<file path="src/rtl/seg7_pkg.sv">
// Shared types and glyph constants for the 7-segment scan driver.
// Segment vectors are active-low, bit order {g,f,e,d,c,b,a}.
package seg7_pkg;

  typedef logic [6:0] seg_t;

  // All segments dark
  localparam seg_t SEG_BLANK = 7'h7F;

  // Hex glyphs 0-F; lower-case b and d keep them distinct from 8 and 0
  localparam seg_t SEG_HEX [16] = '{
    7'h40, 7'h79, 7'h24, 7'h30, 7'h19, 7'h12, 7'h02, 7'h78,
    7'h00, 7'h10, 7'h08, 7'h03, 7'h46, 7'h21, 7'h06, 7'h0E
  };

endpackage

</file>
<file path="src/rtl/seg7_scan_driver_if.sv">
// Display-side bundle between the display packing logic and the scan driver.
//   bcd         packed nibbles, digit i = bcd[4i+3:4i]
//   blank       1 = digit i dark
//   dp_in       1 = decimal point of digit i lit
//   anodes      active-low digit enables
//   segments    active-low cathodes {g..a}
//   dp          active-low decimal point
//   frame_start one-clock pulse when a new frame is latched
interface seg7_scan_driver_if #(
  parameter int unsigned DIGITS = 8
);
  import seg7_pkg::*;

  logic [4*DIGITS-1:0] bcd;
  logic [DIGITS-1:0]   blank;
  logic [DIGITS-1:0]   dp_in;
  logic [DIGITS-1:0]   anodes;
  seg_t                segments;
  logic                dp;
  logic                frame_start;

  // Producer of display data; observes the panel drive
  modport master (
    output bcd, blank, dp_in,
    input  anodes, segments, dp, frame_start
  );

  // The scan driver itself
  modport slave (
    input  bcd, blank, dp_in,
    output anodes, segments, dp, frame_start
  );

endinterface

</file>
<file path="src/rtl/seg7_hex_decoder.sv">
// Combinational nibble to active-low hex glyph decoder.
//   nibble_i  4-bit value
//   seg_c_o   active-low segments {g..a}
module seg7_hex_decoder
  import seg7_pkg::*;
(
  input  logic [3:0] nibble_i,
  output seg_t       seg_c_o
);

  assign seg_c_o = SEG_HEX[nibble_i];

endmodule

</file>
<file path="src/rtl/seg7_scan_driver.sv">
// Time-multiplexed common-anode 7-segment driver. A prescaler sets the dwell
// per digit; the display word is latched once per frame so a scan never mixes
// old and new data. Outputs are registered and lag the digit index by 1 clk.
//   clk    system clock
//   reset  asynchronous active-high reset
//   bus    slave side of seg7_scan_driver_if (data in, panel drive out)
module seg7_scan_driver
  import seg7_pkg::*;
#(
  parameter int unsigned COUNT_MAX = 49999,
  parameter int unsigned DIGITS    = 8
) (
  input  logic               clk,
  input  logic               reset,
  seg7_scan_driver_if.slave  bus
);

  localparam int unsigned CNT_BITS = $clog2(COUNT_MAX + 1);
  localparam int unsigned CNT_W    = (CNT_BITS > 0) ? CNT_BITS : 1;
  localparam int unsigned IDX_BITS = $clog2(DIGITS);
  localparam int unsigned IDX_W    = (IDX_BITS > 0) ? IDX_BITS : 1;

  logic [CNT_W-1:0]            cnt_q, cnt_d;
  logic [IDX_W-1:0]            idx_q, idx_d;
  logic [DIGITS-1:0][3:0]      sh_bcd_q, sh_bcd_d;
  logic [DIGITS-1:0]           sh_blank_q, sh_blank_d;
  logic [DIGITS-1:0]           sh_dp_q, sh_dp_d;
  logic [DIGITS-1:0]           anodes_q, anodes_d;
  seg_t                        seg_q, seg_d;
  logic                        dp_q, dp_d;
  logic                        fs_q, fs_d;

  logic                        tick_c;
  logic                        wrap_c;
  seg_t                        glyph_c;

  assign tick_c = (cnt_q == CNT_W'(COUNT_MAX));
  assign wrap_c = tick_c && (idx_q == IDX_W'(DIGITS - 1));

  seg7_hex_decoder u_dec (
    .nibble_i (sh_bcd_q[idx_q]),
    .seg_c_o  (glyph_c)
  );

  // State and output registers
  always_ff @(posedge clk or posedge reset) begin
    if (reset) begin
      cnt_q      <= '0;
      idx_q      <= '0;
      sh_bcd_q   <= '0;
      sh_blank_q <= '0;
      sh_dp_q    <= '0;
      anodes_q   <= '1;
      seg_q      <= SEG_BLANK;
      dp_q       <= 1'b1;
      fs_q       <= 1'b0;
    end else begin
      cnt_q      <= cnt_d;
      idx_q      <= idx_d;
      sh_bcd_q   <= sh_bcd_d;
      sh_blank_q <= sh_blank_d;
      sh_dp_q    <= sh_dp_d;
      anodes_q   <= anodes_d;
      seg_q      <= seg_d;
      dp_q       <= dp_d;
      fs_q       <= fs_d;
    end
  end

  // Prescaler, digit index, frame latch and output decode
  always_comb begin
    cnt_d      = cnt_q + CNT_W'(1);
    idx_d      = idx_q;
    sh_bcd_d   = sh_bcd_q;
    sh_blank_d = sh_blank_q;
    sh_dp_d    = sh_dp_q;
    anodes_d   = '1;
    seg_d      = SEG_BLANK;
    dp_d       = 1'b1;
    fs_d       = wrap_c;

    if (tick_c) begin
      cnt_d = '0;
      idx_d = (idx_q == IDX_W'(DIGITS - 1)) ? '0 : idx_q + IDX_W'(1);
    end

    // Capture only at the end of the last digit so the next scan is coherent
    if (wrap_c) begin
      sh_bcd_d   = bus.bcd;
      sh_blank_d = bus.blank;
      sh_dp_d    = bus.dp_in;
    end

    // Blanked digits keep every anode off, so at most one anode is ever low
    if (!sh_blank_q[idx_q]) begin
      anodes_d = ~(DIGITS'(1) << idx_q);
      seg_d    = glyph_c;
      dp_d     = ~sh_dp_q[idx_q];
    end
  end

  assign bus.anodes      = anodes_q;
  assign bus.segments    = seg_q;
  assign bus.dp          = dp_q;
  assign bus.frame_start = fs_q;

endmodule

</file>
<file path="src/flat_wrapper.sv">
// flat-port wrapper written by rule: the top's interface ports become plain ports
module seg7_scan_driver_flat import seg7_pkg::*;
#(
  parameter int unsigned COUNT_MAX = 49999,
  parameter int unsigned DIGITS    = 8
)
  (clk, reset, bus_bcd, bus_blank, bus_dp_in, bus_anodes, bus_segments, bus_dp, bus_frame_start);
  seg7_scan_driver_if #(.DIGITS(DIGITS)) bus_i ();
  input  logic clk;
  input  logic reset;
  input wire logic [$bits(bus_i.bcd)-1:0] bus_bcd;
  input wire logic [$bits(bus_i.blank)-1:0] bus_blank;
  input wire logic [$bits(bus_i.dp_in)-1:0] bus_dp_in;
  output wire logic [$bits(bus_i.anodes)-1:0] bus_anodes;
  output wire logic [$bits(bus_i.segments)-1:0] bus_segments;
  output wire logic [$bits(bus_i.dp)-1:0] bus_dp;
  output wire logic [$bits(bus_i.frame_start)-1:0] bus_frame_start;
  assign bus_i.bcd = bus_bcd;
  assign bus_i.blank = bus_blank;
  assign bus_i.dp_in = bus_dp_in;
  assign bus_anodes = bus_i.anodes;
  assign bus_segments = bus_i.segments;
  assign bus_dp = bus_i.dp;
  assign bus_frame_start = bus_i.frame_start;
  seg7_scan_driver #(.COUNT_MAX(COUNT_MAX), .DIGITS(DIGITS)) u_core (.clk(clk), .reset(reset), .bus(bus_i));
endmodule
</file>
<file path="config.mk">
export PLATFORM = sky130hd
export DESIGN_NAME = seg7_scan_driver_flat
export DESIGN_NICKNAME = d
export VERILOG_FILES = /design/src/rtl/seg7_pkg.sv /design/src/rtl/seg7_scan_driver_if.sv /design/src/rtl/seg7_hex_decoder.sv /design/src/rtl/seg7_scan_driver.sv /design/src/flat_wrapper.sv
export SDC_FILE = /design/constraint.sdc
export NUM_CORES = 1
export LEC_CHECK = 0
export ABC_CLOCK_PERIOD_IN_PS = 7450
export BUFFER_PORTS_ARGS = -buffer_cell sky130_fd_sc_hd__buf_2
export CORE_MARGIN = 4
export CORE_UTILIZATION = 55
export CTS_BUF_LIST = sky130_fd_sc_hd__clkbuf_16
export DETAILED_ROUTE_END_ITERATION = 8
export GPL_TIMING_DRIVEN = 0
export PLACE_DENSITY = 0.78
export SYNTH_ARGS = -nofsm -noshare
export SYNTH_HDL_FRONTEND = slang
export SYNTH_HIERARCHICAL = 1
export SYNTH_SLANG_ARGS = --single-unit
</file>
<file path="constraint.sdc">
create_clock -name clk -period 7.45 [get_ports clk]
set_input_delay 1.49 -clock clk [delete_from_list [all_inputs] [get_ports clk]]
set_output_delay 1.49 -clock clk [all_outputs]
set_load 0.005 [all_outputs]
</file>
==> results.txt <==
Core area = 0.00691 mm2
Worst path cell trace = clkbuf_1 -> buf_1 -> mux4_2 -> nand2_1 -> nand2_1 -> inv_1 -> ha_1 -> and2b_2 -> or3b_1 -> o21ai_0 -> nand2b_1
#FFs+latches synth = 84
WL final = 7300 um
Die Ht = 92.9 um
Port-buffer cells = 66
Hold wc startpoint = u_core/cnt_q[13]
Rows = 30
Largest stage delay on the critical path = 0.64 ns
Largest cells by area after synthesis = dfrtp_1 (43%), mux2_2 (11%), dfstp_2 (11%), mux4_2 (7.9%), ha_1 (4.4%)
Worst slew margin = 47.5%
Post-synthesis sequential area ratio = 53.5%
Cell accounting for the most synthesized area = dfrtp_1
Initial antenna violation count = 0
Worst-path fanout max = 10
Post-Syn Instances = 293
CTS buffer count = 9
CP Data Arrival Time = 3.77 ns
Most frequent CP cell = nand2_1
Tmin final = 3.51 ns
Die area = 0.00864 mm2
Cts repair resizes = 0
Cell Pwr Density = 203 mW/mm2
Max Transition Viols Final = 0
Period utilisation layout = 47.2%
Synth async-reset ratio = 100%
Layout cells sized above 1 = 46.3%
Status = complete, no violations
Ant diodes = 0
Crit path max-delay cell type = buf_1
Peak supply drop = 0.124 mV
DRC Markers = 0
Syn Area/Cell = 13.5 um2
Chip Width = 92.9 um
Remaining antenna violation count = 0
Largest net degree at the start of global routing = 54
Final Core Density = 68.4%
Via Count = 2473
Layout Nets = 435
Net Count, Synth = 357
Yosys cell types = 39
Post-CTS Setup Repair Bufs = 0
Maxcap violations = 0
Routability cong. = 0.828
Total GRT Usage = 18.7%
Final Cell Area = 0.00472 mm2
Top cell type's share of synthesized area = 42.9%
Number of DRC markers in iteration 0 = 101
Root buffer selected by CTS = clkbuf_16
FMAX = 285 MHz
Clock transition at path regs = 0.06 ns
Critical Path RT = 7.71 ns
Area Overhead vs Synth = 19.0%
Total power = 959 uW
Global-route wire length before repair = 12400 um
Initial Util = 57.4%
Unrepaired setup endpoints after global routing = false
Synthesis warning total = 6
Vias in the first global route = 2647
Hold Vio Cnt, Final = 0
Crit. End Element = flip-flop
Hold Crit Class = reg2reg
Clock sink total = 84
Top FF cell, synth = dfrtp_1
I/O pin cnt = 67
H-tree depth = 3
Startpoint types = flip-flop
Grt ovf = 0
Slew of the pin with the lowest slew margin = 0.766 ns
Pre-antenna DRT Iters = 4
Setup TNS = 0 ns
Leak pwr = 2.16 nW
Area after DPL = 0.00445 mm2
Critical Path Source = u_core/idx_q[0]
Dpl hpwl = 5350 um
Post-Synthesis Cell Area = 0.00397 mm2
CTS Hold Bufs = 0
Reg-to-Reg Start = u_core/idx_q[0]
Clock latency at the later pin of the worst-skew pair = 0.33 ns
CTS Buffer Depth = 2
Via-to-Cell Ratio = 5.24
CP Class = reg2reg
Final setup violating endpoints = 0
Clk_skew = 0.00671 ns
Routed wire per std cell = 15.5 um
Hold slack final = 0.489 ns
Reg2Reg Setup Slack = 3.94 ns
TritonCTS clock tree = yes
Post-synth EDFFs = 0
[layout by cell type, fill, tap and decap left out, drive strengths merged]
cell and n:
nor2b 1, or3b 1, a31oi 1, nand4 2, mux4 15, and2b 1, xnor2 8, clkinvlp 2
mux2 49, clkinv 2, dfrtp 68, nor2 16, mux2i 5, nand3 5, inv 15, a32o 1
a31o 1, a22o 2, o21ai 5, nor3 3, buf 75, nor4 1, nand2b 7, clkbuf 13
nand3b 1, xor2 3, o21ba 1, a21oi 3, a211oi 1, and3 2, dfstp 16, and4 1
or3 1, nand2 32, or4b 2, ha 14
[where the power goes]
group / leakage (nW) / switching (mW) / internal [mW] / total, mW
Clock: 0.130 / 0.182 / 0.227 / 0.409
Sequential: 0.993 / 0.00798 / 0.476 / 0.484
Combinational: 1.03 / 0.0291 / 0.0373 / 0.0663
[final cells by class]
class,count,area (um2)
fill,548,2180
sequential,84,2120
multi-input combinational,185,1730
timing repair buffer,67,358
clock buffer,9,225
tap,96,120
buffer,12,72.6
clock inverter,7,50.0
inverter,12,47.5
[routing by layer]
layer / routed length, um / vias up / global-route usage [%]
li1: - / 1182 / -
met1: 3080 / 1227 / 23.3
met2: 3740 / 57 / 31.7
met3: 416 / 7 / 5.20
met4: 64 / 0 / 5.86
met5: 0 / - / 0
[cells by family after synthesis]
kind of cell | synth area share [%]
buffers and inverters | 2.96
flip-flops | 53.5
adder cells (fa/ha/maj) | 4.42
multiplexers | 24.6
XOR/XNOR | 2.43
AO/OA/AOI/OAI | 2.52
AND/OR/NAND/NOR | 9.56
[state kept, by name (all words and copies together) (netlist names)]
register / flops
u_core/bus.frame_start: 1
u_core/idx_q: 3
u_core/sh_blank_q: 8
u_core/sh_dp_q: 8
u_core/bus.dp: 1
u_core/cnt_q: 16
u_core/bus.anodes: 8
u_core/sh_bcd_q: 32
u_core/bus.segments: 7
[cells in the mapped netlist (3+ instances only)]
| master | instances |
|---|---|
| mux2_4 | 9 |
| ha_1 | 14 |
| clkbuf_1 | 4 |
| buf_6 | 3 |
| dfrtp_1 | 68 |
| nor3_1 | 3 |
| buf_2 | 4 |
| o21ai_0 | 5 |
| nand3_1 | 5 |
| mux4_2 | 14 |
| nand2b_1 | 7 |
| nor2_1 | 16 |
| dfstp_2 | 16 |
| inv_1 | 12 |
| a21oi_1 | 3 |
| mux2i_1 | 5 |
| mux2_2 | 40 |
| xor2_1 | 3 |
| nand2_1 | 31 |
| xnor2_1 | 8 |
[through the flow]
stage               setup WS [ns]  instances
global placement             2.90        455
finish                       3.94        472
CTS                          3.89        472
global route                 3.56        472
floorplan                    3.82        293
detailed placement           3.90        456
[final timing paths]
path,cells past startpoint,endpoint
max,11,u_core/bus.segments[0]
min,1,u_core/cnt_q[13]
max reg2reg,11,u_core/bus.segments[0]
min reg2reg,1,u_core/cnt_q[13]
max in group asynchronous,3,u_core/bus.segments[0]
min in group asynchronous,2,u_core/bus.frame_start
[worst max-delay path: cells and delay by family (launching register included)]
kind | cells | cell delay (ns)
multiplexers | 1 | 0.60
AO/OA/AOI/OAI | 1 | 0.07
buffers and inverters | 3 | 1.25
AND/OR/NAND/NOR | 5 | 0.94
adder cells (fa/ha/maj) | 1 | 0.20
flip-flops | 1 | 0.37
No activity file was read; power rests on OpenSTA's default activity.
